<file path="config.mk">
export PLATFORM = sky130hd
export DESIGN_NAME = tower_battle_ctrl_flat
export DESIGN_NICKNAME = d
export VERILOG_FILES = /design/src/rtl/tower_battle_ctrl_if.sv /design/src/rtl/tower_battle_ctrl.sv /design/src/flat_wrapper.sv
export SDC_FILE = /design/constraint.sdc
export NUM_CORES = 1
export LEC_CHECK = 0
export ABC_AREA = 1
export BUFFER_PORTS_ARGS = -buffer_cell sky130_fd_sc_hd__buf_2
export CAP_MARGIN = 30
export CORE_ASPECT_RATIO = 1.25
export CORE_MARGIN = 8
export CORE_UTILIZATION = 30
export DETAILED_ROUTE_END_ITERATION = 6
export GPL_TIMING_DRIVEN = 0
export PLACE_DENSITY = 0.57
export SLEW_MARGIN = 10
export SYNTH_ARGS = -nofsm -noshare
export SYNTH_HDL_FRONTEND = slang
export SYNTH_SLANG_ARGS = --single-unit
export TNS_END_PERCENT = 50
</file>
<file path="constraint.sdc">
create_clock -name clk -period 6.2 [get_ports clk]
set_clock_uncertainty 0.05 [all_clocks]
set_input_delay 0.31 -clock clk [delete_from_list [all_inputs] [get_ports clk]]
set_output_delay 0.31 -clock clk [all_outputs]
set_load 0.02 [all_outputs]
</file>
<file path="src/rtl/tower_battle_ctrl_if.sv">
// Signal bundle between the tower battle controller and its environment.
// Names carry the controller's view: _i are controller inputs, _o are controller outputs.
interface tower_battle_ctrl_if #(
    parameter int NREQ = 4
);
    logic                game_tick_i;
    logic                start_i;
    logic [NREQ-1:0]     p_req_i;
    logic [8*NREQ-1:0]   p_dmg_i;
    logic [NREQ-1:0]     e_req_i;
    logic [8*NREQ-1:0]   e_dmg_i;
    logic                p_tower_dead_i;
    logic                e_tower_dead_i;

    logic                start_level_o;
    logic                e_attack_en_o;
    logic [7:0]          e_dmg_out_o;
    logic                p_attack_en_o;
    logic [7:0]          p_dmg_out_o;
    logic [NREQ-1:0]     p_grant_o;
    logic [NREQ-1:0]     e_grant_o;
    logic [3:0]          level_o;
    logic                won_o;
    logic                lost_o;

    modport master (
        output game_tick_i, start_i, p_req_i, p_dmg_i, e_req_i, e_dmg_i,
               p_tower_dead_i, e_tower_dead_i,
        input  start_level_o, e_attack_en_o, e_dmg_out_o, p_attack_en_o, p_dmg_out_o,
               p_grant_o, e_grant_o, level_o, won_o, lost_o
    );

    modport slave (
        input  game_tick_i, start_i, p_req_i, p_dmg_i, e_req_i, e_dmg_i,
               p_tower_dead_i, e_tower_dead_i,
        output start_level_o, e_attack_en_o, e_dmg_out_o, p_attack_en_o, p_dmg_out_o,
               p_grant_o, e_grant_o, level_o, won_o, lost_o
    );
endinterface

</file>
<file path="src/rtl/tower_battle_ctrl.sv">
// Tower battle game controller: level sequencing plus round-robin attack arbitration per side.
// Optional macro TOWER_BATTLE_LEVEL_SCALE_EN adds the current level to enemy damage (saturating).
module tower_battle_ctrl #(
    parameter int NREQ        = 4,
    parameter int MAX_LEVEL   = 9,
    parameter int RESOLVE_CYC = 16
) (
    input logic               clk,
    input logic               reset,
    tower_battle_ctrl_if.slave bus
);
    localparam int PW = (NREQ > 1) ? $clog2(NREQ) : 1;
    localparam int CW = $clog2(RESOLVE_CYC + 1);

    typedef enum logic [2:0] {
        IDLE,
        LAUNCH,
        BATTLE,
        RESOLVE,
        DONE
    } state_t;

    state_t          state_q, state_d;
    logic [3:0]      level_q, level_d;
    logic [PW-1:0]   pPtr_q, pPtr_d;
    logic [PW-1:0]   ePtr_q, ePtr_d;
    logic [CW-1:0]   cnt_q, cnt_d;
    logic            won_q, won_d;
    logic            lost_q, lost_d;
    logic [NREQ-1:0] pGrant_q, pGrant_d;
    logic [NREQ-1:0] eGrant_q, eGrant_d;
    logic            eAttack_q, eAttack_d;
    logic            pAttack_q, pAttack_d;
    logic [7:0]      eDmg_q, eDmg_d;
    logic [7:0]      pDmg_q, pDmg_d;

    logic            pHit, eHit;
    logic [PW-1:0]   pIdx, eIdx, pCand, eCand;
    logic [7:0]      pSel, eSel;
    logic [8:0]      scaledSum;

    // Round-robin search from each side's pointer, plus the damage byte of the winner.
    always_comb begin
        pHit  = 1'b0;
        eHit  = 1'b0;
        pIdx  = '0;
        eIdx  = '0;
        pCand = '0;
        eCand = '0;
        pSel  = '0;
        eSel  = '0;
        for (int k = 0; k < NREQ; k++) begin
            pCand = PW'((int'(pPtr_q) + k) % NREQ);
            eCand = PW'((int'(ePtr_q) + k) % NREQ);
            if (!pHit && bus.p_req_i[pCand]) begin
                pHit = 1'b1;
                pIdx = pCand;
            end
            if (!eHit && bus.e_req_i[eCand]) begin
                eHit = 1'b1;
                eIdx = eCand;
            end
        end
        for (int k = 0; k < NREQ; k++) begin
            if (PW'(k) == pIdx) pSel = bus.p_dmg_i[8*k +: 8];
            if (PW'(k) == eIdx) eSel = bus.e_dmg_i[8*k +: 8];
        end
        scaledSum = {1'b0, eSel} + {5'b00000, level_q};
    end

    // Next-state and registered-output logic; grant outputs default to idle every cycle.
    always_comb begin
        state_d   = state_q;
        level_d   = level_q;
        pPtr_d    = pPtr_q;
        ePtr_d    = ePtr_q;
        cnt_d     = cnt_q;
        won_d     = won_q;
        lost_d    = lost_q;
        pGrant_d  = '0;
        eGrant_d  = '0;
        eAttack_d = 1'b0;
        pAttack_d = 1'b0;
        eDmg_d    = '0;
        pDmg_d    = '0;

        case (state_q)
            IDLE: begin
                if (bus.start_i) state_d = LAUNCH;
            end
            LAUNCH: begin
                state_d = BATTLE;
            end
            BATTLE: begin
                if (bus.p_tower_dead_i) begin
                    lost_d  = 1'b1;
                    state_d = DONE;
                end else if (bus.e_tower_dead_i) begin
                    if (level_q == 4'(MAX_LEVEL)) begin
                        won_d   = 1'b1;
                        state_d = DONE;
                    end else begin
                        level_d = level_q + 4'd1;
                        cnt_d   = '0;
                        state_d = RESOLVE;
                    end
                end else if (bus.game_tick_i) begin
                    if (pHit) begin
                        pGrant_d[pIdx] = 1'b1;
                        eAttack_d      = 1'b1;
                        eDmg_d         = pSel;
                        pPtr_d         = (pIdx == PW'(NREQ - 1)) ? '0 : pIdx + 1'b1;
                    end
                    if (eHit) begin
                        eGrant_d[eIdx] = 1'b1;
                        pAttack_d      = 1'b1;
`ifdef TOWER_BATTLE_LEVEL_SCALE_EN
                        pDmg_d         = scaledSum[8] ? 8'hFF : scaledSum[7:0];
`else
                        pDmg_d         = eSel;
`endif
                        ePtr_d         = (eIdx == PW'(NREQ - 1)) ? '0 : eIdx + 1'b1;
                    end
                end
            end
            RESOLVE: begin
                if (cnt_q == CW'(RESOLVE_CYC - 1)) begin
                    cnt_d   = '0;
                    state_d = LAUNCH;
                end else begin
                    cnt_d = cnt_q + 1'b1;
                end
            end
            DONE: begin
                if (bus.start_i) begin
                    won_d   = 1'b0;
                    lost_d  = 1'b0;
                    level_d = '0;
                    pPtr_d  = '0;
                    ePtr_d  = '0;
                    state_d = LAUNCH;
                end
            end
            default: state_d = IDLE;
        endcase
    end

    // Async reset clears in-flight grants immediately, not at the next edge.
    always_ff @(posedge clk or posedge reset) begin
        if (reset) begin
            state_q   <= IDLE;
            level_q   <= '0;
            pPtr_q    <= '0;
            ePtr_q    <= '0;
            cnt_q     <= '0;
            won_q     <= 1'b0;
            lost_q    <= 1'b0;
            pGrant_q  <= '0;
            eGrant_q  <= '0;
            eAttack_q <= 1'b0;
            pAttack_q <= 1'b0;
            eDmg_q    <= '0;
            pDmg_q    <= '0;
        end else begin
            state_q   <= state_d;
            level_q   <= level_d;
            pPtr_q    <= pPtr_d;
            ePtr_q    <= ePtr_d;
            cnt_q     <= cnt_d;
            won_q     <= won_d;
            lost_q    <= lost_d;
            pGrant_q  <= pGrant_d;
            eGrant_q  <= eGrant_d;
            eAttack_q <= eAttack_d;
            pAttack_q <= pAttack_d;
            eDmg_q    <= eDmg_d;
            pDmg_q    <= pDmg_d;
        end
    end

    assign bus.start_level_o = (state_q == LAUNCH);
    assign bus.e_attack_en_o = eAttack_q;
    assign bus.e_dmg_out_o   = eDmg_q;
    assign bus.p_attack_en_o = pAttack_q;
    assign bus.p_dmg_out_o   = pDmg_q;
    assign bus.p_grant_o     = pGrant_q;
    assign bus.e_grant_o     = eGrant_q;
    assign bus.level_o       = level_q;
    assign bus.won_o         = won_q;
    assign bus.lost_o        = lost_q;
endmodule

</file>
<file path="src/flat_wrapper.sv">
// flat-port wrapper written by rule: the top's interface ports become plain ports
module tower_battle_ctrl_flat 
#(
    parameter int NREQ        = 4,
    parameter int MAX_LEVEL   = 9,
    parameter int RESOLVE_CYC = 16
)
  (clk, reset, bus_game_tick_i, bus_start_i, bus_p_req_i, bus_p_dmg_i, bus_e_req_i, bus_e_dmg_i, bus_p_tower_dead_i, bus_e_tower_dead_i, bus_start_level_o, bus_e_attack_en_o, bus_e_dmg_out_o, bus_p_attack_en_o, bus_p_dmg_out_o, bus_p_grant_o, bus_e_grant_o, bus_level_o, bus_won_o, bus_lost_o);
  tower_battle_ctrl_if #(.NREQ(NREQ)) bus_i ();
  input logic clk;
  input logic reset;
  input wire logic [$bits(bus_i.game_tick_i)-1:0] bus_game_tick_i;
  input wire logic [$bits(bus_i.start_i)-1:0] bus_start_i;
  input wire logic [$bits(bus_i.p_req_i)-1:0] bus_p_req_i;
  input wire logic [$bits(bus_i.p_dmg_i)-1:0] bus_p_dmg_i;
  input wire logic [$bits(bus_i.e_req_i)-1:0] bus_e_req_i;
  input wire logic [$bits(bus_i.e_dmg_i)-1:0] bus_e_dmg_i;
  input wire logic [$bits(bus_i.p_tower_dead_i)-1:0] bus_p_tower_dead_i;
  input wire logic [$bits(bus_i.e_tower_dead_i)-1:0] bus_e_tower_dead_i;
  output wire logic [$bits(bus_i.start_level_o)-1:0] bus_start_level_o;
  output wire logic [$bits(bus_i.e_attack_en_o)-1:0] bus_e_attack_en_o;
  output wire logic [$bits(bus_i.e_dmg_out_o)-1:0] bus_e_dmg_out_o;
  output wire logic [$bits(bus_i.p_attack_en_o)-1:0] bus_p_attack_en_o;
  output wire logic [$bits(bus_i.p_dmg_out_o)-1:0] bus_p_dmg_out_o;
  output wire logic [$bits(bus_i.p_grant_o)-1:0] bus_p_grant_o;
  output wire logic [$bits(bus_i.e_grant_o)-1:0] bus_e_grant_o;
  output wire logic [$bits(bus_i.level_o)-1:0] bus_level_o;
  output wire logic [$bits(bus_i.won_o)-1:0] bus_won_o;
  output wire logic [$bits(bus_i.lost_o)-1:0] bus_lost_o;
  assign bus_i.game_tick_i = bus_game_tick_i;
  assign bus_i.start_i = bus_start_i;
  assign bus_i.p_req_i = bus_p_req_i;
  assign bus_i.p_dmg_i = bus_p_dmg_i;
  assign bus_i.e_req_i = bus_e_req_i;
  assign bus_i.e_dmg_i = bus_e_dmg_i;
  assign bus_i.p_tower_dead_i = bus_p_tower_dead_i;
  assign bus_i.e_tower_dead_i = bus_e_tower_dead_i;
  assign bus_start_level_o = bus_i.start_level_o;
  assign bus_e_attack_en_o = bus_i.e_attack_en_o;
  assign bus_e_dmg_out_o = bus_i.e_dmg_out_o;
  assign bus_p_attack_en_o = bus_i.p_attack_en_o;
  assign bus_p_dmg_out_o = bus_i.p_dmg_out_o;
  assign bus_p_grant_o = bus_i.p_grant_o;
  assign bus_e_grant_o = bus_i.e_grant_o;
  assign bus_level_o = bus_i.level_o;
  assign bus_won_o = bus_i.won_o;
  assign bus_lost_o = bus_i.lost_o;
  tower_battle_ctrl #(.NREQ(NREQ), .MAX_LEVEL(MAX_LEVEL), .RESOLVE_CYC(RESOLVE_CYC)) u_core (.clk(clk), .reset(reset), .bus(bus_i));
endmodule
</file>
==> flow_metrics.tcl <==
set metrics [dict create \
    synthFlopType "dfrtp_1" \
    syn_inst 410 \
    ys_warn_count 0 \
    setup_ws_ns 3.28 \
    top_usage_layer "met2" \
    yosysTopAreaCellShare_pct 38.6 \
    ios 111 \
    met1_usage_pct 15.9 \
    gr-total-overflow 0 \
    status "complete, no violations" \
    diodes 0 \
    crit_type "reg -> reg" \
    path_max_fanout 10 \
    rr_startpoint "u_core.ePtr_q[0]" \
    place.port_buffers 110 \
    fmaxAchievable_mhz 343 \
    drive_above_1_share_pct 26.4 \
    timing.rr.end "u_core.bus.p_dmg_out_o[0]" \
    critical_path_arrival_ns 3.03 \
    num_vias 3039 \
    initial_utilization_pct 31.1 \
    dpl.hpwl_um 6950 \
    synthArstFlopShare_pct 100 \
    via_per_inst 4.65 \
    min_path_type "in -> reg" \
    seq_area_frac_synth_pct 38.6 \
    worstHoldStart "bus_e_dmg_i[30]" \
    routedWlPerCell_um 13.0 \
    maxSlewViolCount 0 \
    yosys.area.top_type "dfrtp_1" \
    clk_latency_ns 0.29 \
    grtUsageTotal_pct 13.4 \
    rr_worst_depth 14 \
    dieArea_um2 12900 \
    cts_tree "yes" \
    rsz0062_at_grt "false" \
    min_path_cells 3 \
    final_cells 653 \
    worst_hold_path.endpoint "u_core.bus.p_dmg_out_o[6]" \
    cts_root_buf "clkbuf_16" \
    core_um2 9170 \
    synth-seq-cells 44 \
    cap_violations 0 \
    detail-route-antenna-nets 0 \
    clkTransAtPathRegs_ns 0.06 \
    num_rows 39 \
    period_needed_ns 2.92 \
    htreeDepth 2 \
    grt_pass1_wl_um 14100 \
    area_growth_pct 32.2 \
    cts.sinks 44 \
    cts_inserted_buffers 5 \
    ir_drop_mv 0.246 \
    finalHoldViolations 0 \
    drt_first_pass_iters 4 \
    use_met3_pct 3.11 \
    netlist_area_um2 2850 \
    grt_pass1_vias 2965 \
    dp_cells 644 \
    drcViolationCount 0 \
    timing.final.crit_share_pct 47.1 \
    worst-slew-pin-transition_ns 0.519 \
    fp.dieH_um 125 \
    synth_most_common_cell "nand2_1" \
    power_uw 2160 \
    clockBufferDepth 2 \
    netlist_top_cells_area "dfrtp_1 39%, nand2_1 17%, nand3_1 8.8%, inv_1 5.8%, o21ai_0 5.8%" \
    dp_slack_ns 3.29 \
    avgSynthCellArea_um2 6.95 \
    routed_wl_um 8520 \
    ys_types 29 \
    crit_required_ns 6.31 \
    slew_headroom_pct 65.1 \
    power_density_nw_per_um2 574 \
    drtIter0Drc 97 \
    gp_congestion 0.831 \
    grt_util_met2_pct 23.0 \
    synth_edf_count 0 \
    tns_ns 0 \
    cts.repair.resized 0 \
    synthTopCellsByCount "131 x nand2_1, 50 x nand3_1, 44 x dfrtp_1, 44 x inv_1, 33 x o21ai_0" \
    power.leakage_uw 0.00217 \
    rrSetupSlack_ns 3.28 \
    antenna_found_initial 0 \
    end_kind "flip-flop" \
    finalSetupViolCount 0 \
    grt_start_max_net_pins 29 \
    crit_path_start_kind "flip-flop" \
    nNetsFinal 618 \
    die_w_um 103 \
    syn_nets 499 \
]
per-stage QoR:
| step | hold slack [ns] | utilization (%) | cell area, um^2 |
|---|---|---|---|
| 2_1_floorplan | 0.393 | - | 2850 |
| 3_3_place_gp | 0.420 | 38.7 | 3550 |
| 3_5_place_dp | 0.267 | 39.0 | 3570 |
| 4_1_cts | 0.210 | 41.1 | 3770 |
| 5_1_grt | 0.226 | 41.1 | 3770 |
| 6_report | 0.215 | 41.1 | 3770 |
where the power goes:
group	internal (uW)	switching, uW	leakage [uW]
Sequential	348	55.3	0.000589
Clock	212	112	0.0000901
Combinational	487	947	0.00149
Total	1050	1110	0.00217
cell usage in the layout (no fill, tap or decap), types with 4 or more instances in the layout:
| master | n |
|---|---|
| a21oi_1 | 19 |
| buf_2 | 112 |
| buf_6 | 4 |
| clkbuf_1 | 6 |
| clkbuf_16 | 5 |
| dfrtp_1 | 44 |
| ha_1 | 11 |
| inv_1 | 43 |
| nand2_1 | 131 |
| nand2_2 | 4 |
| nand3_1 | 50 |
| nor2_1 | 31 |
| o211ai_1 | 7 |
| o21ai_0 | 33 |
layer usage:
| layer | part of all wire [%] | up-vias | wire length (um) |
|---|---|---|---|
| met5 | 0 | - | 0 |
| met4 | 1.3 | 0 | 107 |
| met3 | 6.2 | 6 | 531 |
| met2 | 50 | 86 | 4280 |
| met1 | 42 | 1396 | 3600 |
| li1 | - | 1551 | - |
worst max-delay path, cell delays in order (launching register included):
cell and delay [ns]:
dfrtp_1 0.40, inv_1 0.19, nand2_1 0.10, nand3_1 0.10, nand2_1 0.11, nor2_2 0.17, nand3_1 0.15, nand2_1 0.09
nand2_1 0.10, inv_1 0.10, ha_1 0.14, clkbuf_1 0.34, clkinv_1 0.37, o211ai_1 0.26, a21oi_1 0.10
cell families after synthesis:
family / after synthesis / share of synthesized area, %
simple gates: 225 / 33.6
compound gates: 66 / 12.8
buf+inv: 61 / 9.18
flops: 44 / 38.6
fa+ha+maj: 11 / 4.83
xor+xnor: 3 / 0.922
how the worst max path moves through the flow:
stage,start,endpoint,slack (ns),cells after the start
floorplan,u_core.ePtr_q[0],u_core.bus.p_dmg_out_o[6],3.89,14
global placement,u_core.ePtr_q[0],u_core.bus.p_dmg_out_o[1],3.33,14
detailed placement,u_core.ePtr_q[0],u_core.bus.p_dmg_out_o[0],3.29,14
CTS,u_core.ePtr_q[0],u_core.bus.p_dmg_out_o[0],3.22,14
global route,u_core.pPtr_q[0],u_core.bus.e_dmg_out_o[2],2.95,16
finish,u_core.ePtr_q[0],u_core.bus.p_dmg_out_o[0],3.28,14
sequential cells by signal, indices dropped and copies added (netlist names):
register and flops:
u_core.state_q 3, u_core.bus.p_grant_o 4, u_core.bus.lost_o 1, u_core.bus.e_dmg_out_o 8, u_core.bus.p_attack_en_o 1, u_core.pPtr_q 2, u_core.bus.won_o 1, u_core.bus.p_dmg_out_o 8
u_core.bus.level_o 4, u_core.cnt_q 5, u_core.bus.e_grant_o 4, u_core.ePtr_q 2, u_core.bus.e_attack_en_o 1
timing repair:
item                                   4_1_cts  5_1_grt
buffers inserted                             0        0
endpoints found under the hold margin       16        0
hold buffers                                 1        0
layout make-up:
type                       instances  area, um^2
clock buffer                       7         153
timing repair buffer             112         581
fill                            1013        5410
sequential                        44        1100
tap                              123         154
buffer                            12        77.6
inverter                          49         184
multi-input combinational        305        1490
clock inverter                     1        30.0
(Power assumes the default switching activity.)
